`src/rtl/muldiv_hilo_pkg.sv`:
```
// Shared definitions for the HI/LO multiply/divide unit.
// Holds the EX-stage function codes the unit decodes and small decode helpers.
package muldiv_hilo_pkg;

    // EX-stage function codes (R-type funct field).
    localparam logic [5:0] FuncMfhi  = 6'h10;
    localparam logic [5:0] FuncMthi  = 6'h11;
    localparam logic [5:0] FuncMflo  = 6'h12;
    localparam logic [5:0] FuncMtlo  = 6'h13;
    localparam logic [5:0] FuncMult  = 6'h18;
    localparam logic [5:0] FuncMultu = 6'h19;
    localparam logic [5:0] FuncDiv   = 6'h1A;
    localparam logic [5:0] FuncDivu  = 6'h1B;

    // True for the four codes that start a multi-cycle operation.
    function automatic logic is_muldiv(input logic [5:0] f);
        return (f == FuncMult) || (f == FuncMultu) || (f == FuncDiv) || (f == FuncDivu);
    endfunction

    function automatic logic is_div(input logic [5:0] f);
        return (f == FuncDiv) || (f == FuncDivu);
    endfunction

    // Signed variants of multiply/divide.
    function automatic logic is_signed_op(input logic [5:0] f);
        return (f == FuncMult) || (f == FuncDiv);
    endfunction

    // Absolute value for signed operands; pass-through otherwise.
    // 0x80000000 maps to itself, which is the correct unsigned magnitude.
    function automatic logic [31:0] magnitude(input logic [31:0] v, input logic sgn);
        return (sgn && v[31]) ? (32'd0 - v) : v;
    endfunction

endpackage

```
`src/rtl/muldiv_hilo_div_iter.sv`:
```
// Restoring divider datapath: one quotient bit per step over 32 steps.
// Ports:
//   clk, reset          clock, synchronous active-high reset
//   load                capture dividend/divisor magnitudes, clear remainder and counter
//   step                perform one iteration (registers advance)
//   clear               zero the iteration counter (cancelled operation)
//   dividend, divisor   unsigned magnitudes, sampled on load
//   quot_next, rem_next result of the iteration in progress this cycle
//   last                the iteration in progress is the 32nd one
module div_iter (
    input  logic        clk,
    input  logic        reset,
    input  logic        load,
    input  logic        step,
    input  logic        clear,
    input  logic [31:0] dividend,
    input  logic [31:0] divisor,
    output logic [31:0] quot_next,
    output logic [31:0] rem_next,
    output logic        last
);

    logic [31:0] rem_q;
    logic [31:0] quo_q;
    logic [31:0] dvs_q;
    logic [5:0]  cnt_q;

    logic [32:0] shifted;
    logic [31:0] sub;
    logic        fits;

    // quo_q doubles as the dividend shift register: its MSB feeds the remainder
    // while the new quotient bit enters at the LSB.
    always_comb begin
        shifted   = {rem_q, quo_q[31]};
        fits      = (shifted >= {1'b0, dvs_q});
        // When fits, the difference is below the divisor and so fits 32 bits.
        sub       = shifted[31:0] - dvs_q;
        rem_next  = fits ? sub : shifted[31:0];
        quot_next = {quo_q[30:0], fits};
    end

    assign last = (cnt_q == 6'd31);

    always_ff @(posedge clk) begin
        if (reset) begin
            rem_q <= '0;
            quo_q <= '0;
            dvs_q <= '0;
            cnt_q <= '0;
        end else if (load) begin
            rem_q <= '0;
            quo_q <= dividend;
            dvs_q <= divisor;
            cnt_q <= '0;
        end else if (clear) begin
            cnt_q <= '0;
        end else if (step) begin
            rem_q <= rem_next;
            quo_q <= quot_next;
            cnt_q <= cnt_q + 6'd1;
        end
    end

endmodule

```
`src/rtl/muldiv_hilo.sv`:
```
// HI/LO multiply/divide unit for a classic five-stage pipeline.
// MULT/MULTU finish after MUL_STAGES cycles, DIV/DIVU after 32 cycles;
// MTHI/MTLO write in a single cycle. busy is a combinational stall request.
// Ports:
//   clk, reset   clock, synchronous active-high reset
//   ex_valid     EX-stage instruction valid
//   func         EX function code
//   A, B         rs / rt operands
//   alu_res      EX ALU result (rs for MTHI/MTLO)
//   flush        cancels any EX-stage or in-flight work
//   busy         stall request
//   hi, lo       architectural HI/LO registers
module muldiv_hilo #(
    parameter int unsigned MUL_STAGES = 2
) (
    input  logic        clk,
    input  logic        reset,
    input  logic        ex_valid,
    input  logic [5:0]  func,
    input  logic [31:0] A,
    input  logic [31:0] B,
    input  logic [31:0] alu_res,
    input  logic        flush,
    output logic        busy,
    output logic [31:0] hi,
    output logic [31:0] lo
);
    import muldiv_hilo_pkg::*;

    typedef enum logic [1:0] {StIdle, StMul, StDiv} state_e;

    localparam logic [2:0] MulLast = 3'(MUL_STAGES);

    state_e      state_q, state_d;
    logic [31:0] hi_q, hi_d;
    logic [31:0] lo_q, lo_d;
    logic [31:0] a_q, b_q;
    logic        sgn_q;
    logic [2:0]  mcnt_q, mcnt_d;

    logic        idle;
    logic        start;
    logic        start_div;
    logic        sgn_in;
    logic        mul_final;
    logic        div_final;
    logic        div_last;
    logic [31:0] a_mag, b_mag;
    logic [31:0] quot_mag, rem_mag;
    logic [31:0] quot_fix, rem_fix;
    logic [63:0] a_ext, b_ext, prod;

    assign idle      = (state_q == StIdle);
    assign start     = ex_valid & idle & ~flush & ~reset & is_muldiv(func);
    assign start_div = start & is_div(func);
    assign sgn_in    = is_signed_op(func);
    assign a_mag     = magnitude(A, sgn_in);
    assign b_mag     = magnitude(B, sgn_in);

    assign mul_final = (state_q == StMul) & (mcnt_q == MulLast);
    assign div_final = (state_q == StDiv) & div_last;

    assign busy = ~reset & (start | ((state_q != StIdle) & ~mul_final & ~div_final & ~flush));

    div_iter u_div_iter (
        .clk      (clk),
        .reset    (reset),
        .load     (start_div),
        .step     ((state_q == StDiv) & ~flush),
        .clear    (flush),
        .dividend (a_mag),
        .divisor  (b_mag),
        .quot_next(quot_mag),
        .rem_next (rem_mag),
        .last     (div_last)
    );

    // Low 64 bits of the product of the extended operands equal the 32x32
    // product in either signedness.
    always_comb begin
        a_ext = sgn_q ? {{32{a_q[31]}}, a_q} : {32'd0, a_q};
        b_ext = sgn_q ? {{32{b_q[31]}}, b_q} : {32'd0, b_q};
        prod  = a_ext * b_ext;
    end

    // Quotient negated when operand signs differ; remainder follows the dividend.
    always_comb begin
        quot_fix = (sgn_q && (a_q[31] ^ b_q[31])) ? (32'd0 - quot_mag) : quot_mag;
        rem_fix  = (sgn_q && a_q[31]) ? (32'd0 - rem_mag) : rem_mag;
    end

    always_comb begin
        state_d = state_q;
        hi_d    = hi_q;
        lo_d    = lo_q;
        mcnt_d  = mcnt_q;
        if (flush) begin
            state_d = StIdle;
            mcnt_d  = '0;
        end else begin
            unique case (state_q)
                StIdle: begin
                    if (start) begin
                        state_d = start_div ? StDiv : StMul;
                        mcnt_d  = start_div ? 3'd0 : 3'd1;
                    end else if (ex_valid && func == FuncMthi) begin
                        hi_d = alu_res;
                    end else if (ex_valid && func == FuncMtlo) begin
                        lo_d = alu_res;
                    end
                end
                StMul: begin
                    if (mul_final) begin
                        hi_d    = prod[63:32];
                        lo_d    = prod[31:0];
                        state_d = StIdle;
                        mcnt_d  = '0;
                    end else begin
                        mcnt_d = mcnt_q + 3'd1;
                    end
                end
                StDiv: begin
                    if (div_final) begin
                        hi_d    = rem_fix;
                        lo_d    = quot_fix;
                        state_d = StIdle;
                    end
                end
                default: state_d = StIdle;
            endcase
        end
    end

    always_ff @(posedge clk) begin
        if (reset) begin
            state_q <= StIdle;
            hi_q    <= '0;
            lo_q    <= '0;
            mcnt_q  <= '0;
            a_q     <= '0;
            b_q     <= '0;
            sgn_q   <= 1'b0;
        end else begin
            state_q <= state_d;
            hi_q    <= hi_d;
            lo_q    <= lo_d;
            mcnt_q  <= mcnt_d;
            if (start) begin
                a_q   <= A;
                b_q   <= B;
                sgn_q <= sgn_in;
            end
        end
    end

    assign hi = hi_q;
    assign lo = lo_q;

endmodule

```
`config.mk`:
```
export PLATFORM = sky130hd
export DESIGN_NAME = muldiv_hilo
export DESIGN_NICKNAME = d
export VERILOG_FILES = /design/src/rtl/muldiv_hilo_pkg.sv /design/src/rtl/muldiv_hilo_div_iter.sv /design/src/rtl/muldiv_hilo.sv
export SDC_FILE = /design/constraint.sdc
export NUM_CORES = 2
export LEC_CHECK = 0
export CORE_MARGIN = 2
export CORE_UTILIZATION = 30
export CTS_CLUSTER_SIZE = 25
export DETAILED_ROUTE_END_ITERATION = 12
export PLACE_DENSITY_LB_ADDON = 0.15
export SLEW_MARGIN = 20
export SYNTH_ARGS = -nofsm -noshare
export SYNTH_HDL_FRONTEND = slang
export SYNTH_SLANG_ARGS = --single-unit
```
`constraint.sdc`:
```
create_clock -name clk -period 11.8 [get_ports clk]
set_input_delay 2.36 -clock clk [delete_from_list [all_inputs] [get_ports clk]]
set_output_delay 2.36 -clock clk [all_outputs]
set_load 0.01 [all_outputs]
```
# Yosys cells after proc, flatten, opt, wreduce, memory -nomap -nowiden

Cells that the tools add are included.

Flip-flop bits (word level): 236
Latch bits: 0
Bits in writable memories: 0
Bits in read-only memories: 0
Bits of input ports: 106
Output and inout bits: 65
Word-level logic and storage cells: 111
Memories kept: 0

Add/subtract/negate cells: 7
$mul: 1
Divide/modulo/power cells: 0
$lt $le $gt $ge: 1
Equal/unequal tests: 18
Shift-type cells: 0
Multiplexer cells: 30
Bitwise logic cells: 18
Reduce and logical (&&, ||, !) cells: 25

Operators by type and width:

| operator                | number |
|---|---|
| $mux W32                | 17 |
| $pmux W32 S3            | 2 |
| $mux W64                | 2 |
| $sub A1 B32 Y32 const A | 4 |
| $mul A64 B64 Y64        | 1 |
| $eq A6 B5 Y1 const B    | 7 |
| $ge A33 B32 Y1          | 1 |
| $sub A32 B32 Y32        | 1 |
| $and A1 B1 Y1           | 12 |
| $mux W2                 | 4 |
| $ne A2 B1 Y1 const B    | 4 |
| $ne A2 B2 Y1 const B    | 4 |
| $reduce_and A7 Y1       | 1 |
| $add A6 B1 Y6 const B   | 1 |
| $logic_and A1 B1 Y1     | 6 |
| $mux W3                 | 2 |
| $pmux W2 S3             | 1 |
| $pmux W3 S2             | 1 |
| $reduce_and A2 Y1       | 3 |
| $reduce_and A6 Y1       | 1 |
| $reduce_bool A2 Y1      | 3 |
| $logic_or A1 B1 Y1      | 5 |
| $not A1 Y1              | 4 |
| $reduce_or A2 Y1        | 2 |
| other kinds (11)        | 11 |

# Logic depth before layout (Yosys ltp)

Depth after elaboration: 9
Gate-level depth with buffers: 37
Gate-level depth less buffers: 34

# Hierarchy

Synthesis repeated with hierarchy kept, for this count alone.

Cells, all modules: 7115
Area total of the unflattened synthesis: 62867.8 um^2

Modules (own cells, without submodules):

| module      | instances | cells each | area each (um^2) | sequential area each (um^2) |
|---|---|---|---|---|
| muldiv_hilo | 1         | 6268       | 56324.0          | 2682.6 |
| div_iter    | 1         | 847        | 6543.8           | 2042.0 |

# Worst setup path after synthesis

Ideal clock, no wire load.

Kind: register -> register
Start: reg a_q[31]
End: reg hi_q[25], in the netlist hi[25]
Setup time: 0.149 ns
Arrival: 9.331 ns
Required time: 11.651 ns
Path slack: 2.319 ns
Stages on the path, launching flop included: 34
Buffers on the path: 3
Clock period less this slack: 9.481 ns
Cell sequence: dfxtp_1 -> and2_1 -> clkbuf_1 -> clkbuf_1 -> buf_1 -> nand2_1 -> fa_1 -> inv_1 -> fa_1 -> fa_1 -> inv_1 -> fa_1 -> inv_1 -> fa_1 -> fa_1 -> fa_1 -> fa_1 -> fa_1 -> inv_1 -> fa_1 -> inv_1 -> ha_1 -> a21oi_1 -> o21ai_0 -> a21o_1 -> a21oi_1 -> o21ai_0 -> a21o_1 -> a21o_1 -> nor2_1 -> o21ai_0 -> xnor2_1 -> a221oi_1 -> a2111oi_2

Word-level cells in the longest chain between the ends: 4
Elaborated cells on any way between the ends: 7
Classes of those cells: mul: 1; mux: 5; reduce/logical: 1

RTL lines:

| element                                                | RTL line                               | RTL |
|---|---|---|
| from (decl)                                            | muldiv_hilo.sv:37                      | `logic [31:0] a_q, b_q;` |
| from (signal assigned)                                 | muldiv_hilo.sv:140                     | `a_q <= '0;` |
| from (signal assigned)                                 | muldiv_hilo.sv:149                     | `a_q <= A;` |
| $mux W64 / $logic_and A1 B1 Y1 (equally long branches) | muldiv_hilo.sv:81, muldiv_hilo.sv:89   |  |
| $mul A64 B64 Y64 / $mux W32 (equally long branches)    | muldiv_hilo.sv:83, muldiv_hilo.sv:89   |  |
| $mux W32 (on tied branches)                            | muldiv_hilo.sv:113, muldiv_hilo.sv:123 |  |
| $pmux W32 S3 *                                         | muldiv_hilo.sv:101                     | `unique case (state_q)` |
| to (signal assigned)                                   | muldiv_hilo.sv:145                     | `hi_q <= hi_d;` |
| to (decl)                                              | muldiv_hilo.sv:35                      | `logic [31:0] hi_q, hi_d;` |

Mark *: on every way between the ends. The rest lies on a longest branch, timed or not. The select of a mux whose other input is x is not followed.
A chain may end at the register's enable or synchronous reset.

# Worst setup path after layout

Start: reg sgn_q
End: reg hi_q[24], in the netlist hi[24]

Word-level cells in the longest chain between the ends: 4
Elaborated cells on any way between the ends: 8
Classes of those cells: mul: 1; mux: 6; reduce/logical: 1

RTL lines:

| element                                             | RTL line                               | RTL |
|---|---|---|
| from (decl)                                         | muldiv_hilo.sv:38                      | `logic sgn_q;` |
| from (signal assigned)                              | muldiv_hilo.sv:151                     | `sgn_q <= sgn_in;` |
| $mux W64, or another cell as far along              | muldiv_hilo.sv:81                      | `a_ext = sgn_q ? {{32{a_q[31]}}, a_q} : {32'd0, a_q};` |
| $mul A64 B64 Y64 / $mux W32 (equally long branches) | muldiv_hilo.sv:83, muldiv_hilo.sv:89   |  |
| $mux W32 (on tied branches)                         | muldiv_hilo.sv:113, muldiv_hilo.sv:123 |  |
| $pmux W32 S3 *                                      | muldiv_hilo.sv:101                     |  |

Marked as above.

==> results.ini <==
[floorplanning]
rows = 167
start_util = 0.3023
chipWidth_um = 461.0
die-area_mm2 = 0.2125
core_mm2 = 0.2073
num_io_pins = 171
die_height_um = 461.0

[detailed_routing]
wirelength_um = 220300
route.detailed.drc = 0
wire_per_inst_um = 22.38
via_per_inst = 4.794
vias = 47199
antenna_left = 0
drtIter0Drc = 3288
first_pass_iters = 6

[yosys]
syn-num-nets = 8973
synth_edf_count = 0
synth_seq_cells = 236
syn_area_per_cell_um2 = 8.831
synth_cell_types = 90
ys.flop_type = dfxtp_1
async_reset_ff_frac = 0
synthCells = 7095
synth-seq-area-share = 0.07540
synth_area_mm2 = 0.06266
ys_warn_count = 0

[clocking]
insertion_delay_ps = 640
clkTransAtPathRegs_ps = 60
clock-sinks = 236
htree_num_levels = 1
clockRootBuffer = clkbuf_16
clk_path_buf_depth = 3
cts_resized = 0
numCtsBuffers = 31
cts_tree = done
cts.repair_timing.setup_buffer_count = 0
holdBufCountCts = 0

[setup_path]
cp.required_ps = 12330
start_kind = flip-flop
cp_slowest_cell = and2_1
arrival_ps = 11210
cp_common_cell = fa_1
crit_path_max_fanout = 14
startpoint = sgn_q$_SDFFE_PP0P_
worstReg2RegStart = sgn_q$_SDFFE_PP0P_
critical_path.max_stage_delay_ps = 880
crit_path_end_kind = flip-flop
worstSetupPathType = flip-flop to flip-flop

[timing]
fin_hold_ws_ps = 455.2
min_period_ps = 10680
setup-tns-final_ps = 0
setup_viol = 0
tightestPinTransition_ps = 1154
fmaxAchievable_mhz = 93.67
timing.final.crit_share = 0.9047
rsz0062_at_grt = false
slew_headroom = 0.2305
hold_viol_final = 0
clock_skew_ps = 29.62
finalMaxSlewViolations = 0

[placed_design]
port_buffers = 170
post_dp_cell_area_mm2 = 0.06727
hpwlAfterDp_um = 187800
dp.cells = 9784
place_congestion = 0.8973

[layout]
layout-drive-gt1-share = 0.03389
mostFrequentLayoutCells = 1593 x inv_1, 1420 x fa_1, 871 x nand2_1
areaGrowthSynthToFinish_pct = 9.194
fin_nets = 8907
final_util = 0.3301
fin_area_mm2 = 0.06842
layout_commonest_cell = inv_1
seq_area_mm2 = 0.004740
multi_input_area_mm2 = 0.05047
layoutNonFillerInstCount = 9846
fill_cells = 21974

[grt]
grt_usage = 0.2111
grt_pass1_vias = 50514
grt_pass1_wl_um = 338000
grt-ovfl-total = 0
grt_max_degree = 88
antenna_found_initial = 11

[outcome]
status = complete, no violations

[power]
leakage_nw = 32.92
powerDensity_mw_per_mm2 = 31.28
ir_drop_v = 0.0001070

[worst_hold_path]
hold_path.class = flip-flop to flip-flop
hold_start = hi[8]$_SDFFE_PP0P_

[job]
maxCapViolCount = 0

-- metrics by stage --
| step | setup WS, ps | total power [W] |
|---|---|---|
| after floorplan | 2319 | 0.0009559 |
| after global placement | 1207 | 0.001073 |
| after global routing | 649.1 | 0.002209 |
| after CTS | 1121 | 0.002164 |
| final | 1124 | 0.002140 |
| after detailed placement | 1207 | 0.001073 |
-- final cells by class --
| type | instances | area share |
|---|---|---|
| antenna | 5 | 0.0001829 |
| clock buffer | 41 | 0.01306 |
| clock inverter | 16 | 0.003548 |
| inverter | 1595 | 0.08751 |
| multi-input combinational | 4879 | 0.7376 |
| sequential | 236 | 0.06927 |
| tap | 2788 | 0.05099 |
| timing repair buffer | 286 | 0.03780 |
-- kinds of logic after synthesis --
kind of cell | share of synthesized area
compound gates | 0.08417
simple gates | 0.1563
mux | 0.003754
buf+inv | 0.1196
xor+xnor | 0.03634
flops | 0.07540
fa+ha+maj | 0.5245
-- synthesized netlist by cell type (38+ instances only) --
| cell type | count | area (um2) |
|---|---|---|
| nor3_1 | 69 | 345.3 |
| nand2_1 | 874 | 3281 |
| dfxtp_1 | 236 | 4725 |
| a221oi_1 | 41 | 359.1 |
| a311oi_1 | 38 | 332.8 |
| xnor2_1 | 174 | 1524 |
| ha_1 | 352 | 4404 |
| fa_1 | 1420 | 28430 |
| and2_1 | 582 | 3641 |
| nor2_1 | 280 | 1051 |
| clkbuf_1 | 347 | 1303 |
| a211oi_1 | 45 | 337.8 |
| xor2_1 | 86 | 753.2 |
| or3_1 | 47 | 294.0 |
| inv_1 | 1593 | 5979 |
| a21oi_1 | 268 | 1341 |
| o21ai_0 | 119 | 595.6 |
| a21o_1 | 44 | 330.3 |
-- metal layers --
layer	wire length, um	part of all wire	vias up	global-route usage
met5	12	0.000054	-	0
met4	2347	0.011	2	0.02209
met3	10640	0.048	102	0.01786
met2	97540	0.44	1100	0.3280
met1	109800	0.50	24707	0.3267
li1	-	-	21288	-
-- registers in the layout, summed over array words and instances, names as in the netlist, 3 cells and up --
name / cells
mcnt_q: 3
u_div_iter.quo_q: 32
u_div_iter.dvs_q: 32
u_div_iter.cnt_q: 6
hi: 32
lo: 32
b_q: 32
a_q: 32
u_div_iter.rem_q: 32
-- report_power, final --
group | switching, W | internal [W] | leakage [nW]
clock network | 0.000438 | 0.000643 | 0.540
logic | 0.000160 | 0.0000929 | 30.5
registers | 0.00000653 | 0.000799 | 1.91
total | 0.000605 | 0.00154 | 32.9
-- worst max-delay path: cells and delay by family (launching register included) --
family                     cells  cell delay, ps
adders and majority gates     10            4920
buffers and inverters          5             600
DFF                            1             480
and+or+nand+nor                4            1300
xor gates and xnor gates       2            1020
AOI/OAI and AO/OA              9            2240
-- worst paths after layout --
kind / to / slack [ps] / depth (start not counted)
worst min register to register: hi[8]$_SDFFE_PP0P_ / 460 / 2
worst min-delay path: hi[8]$_SDFFE_PP0P_ / 460 / 2
worst max-delay path: hi[24]$_SDFFE_PP0P_ / 1120 / 30
worst max register to register: hi[24]$_SDFFE_PP0P_ / 1120 / 30
(Power assumes the default switching activity.)
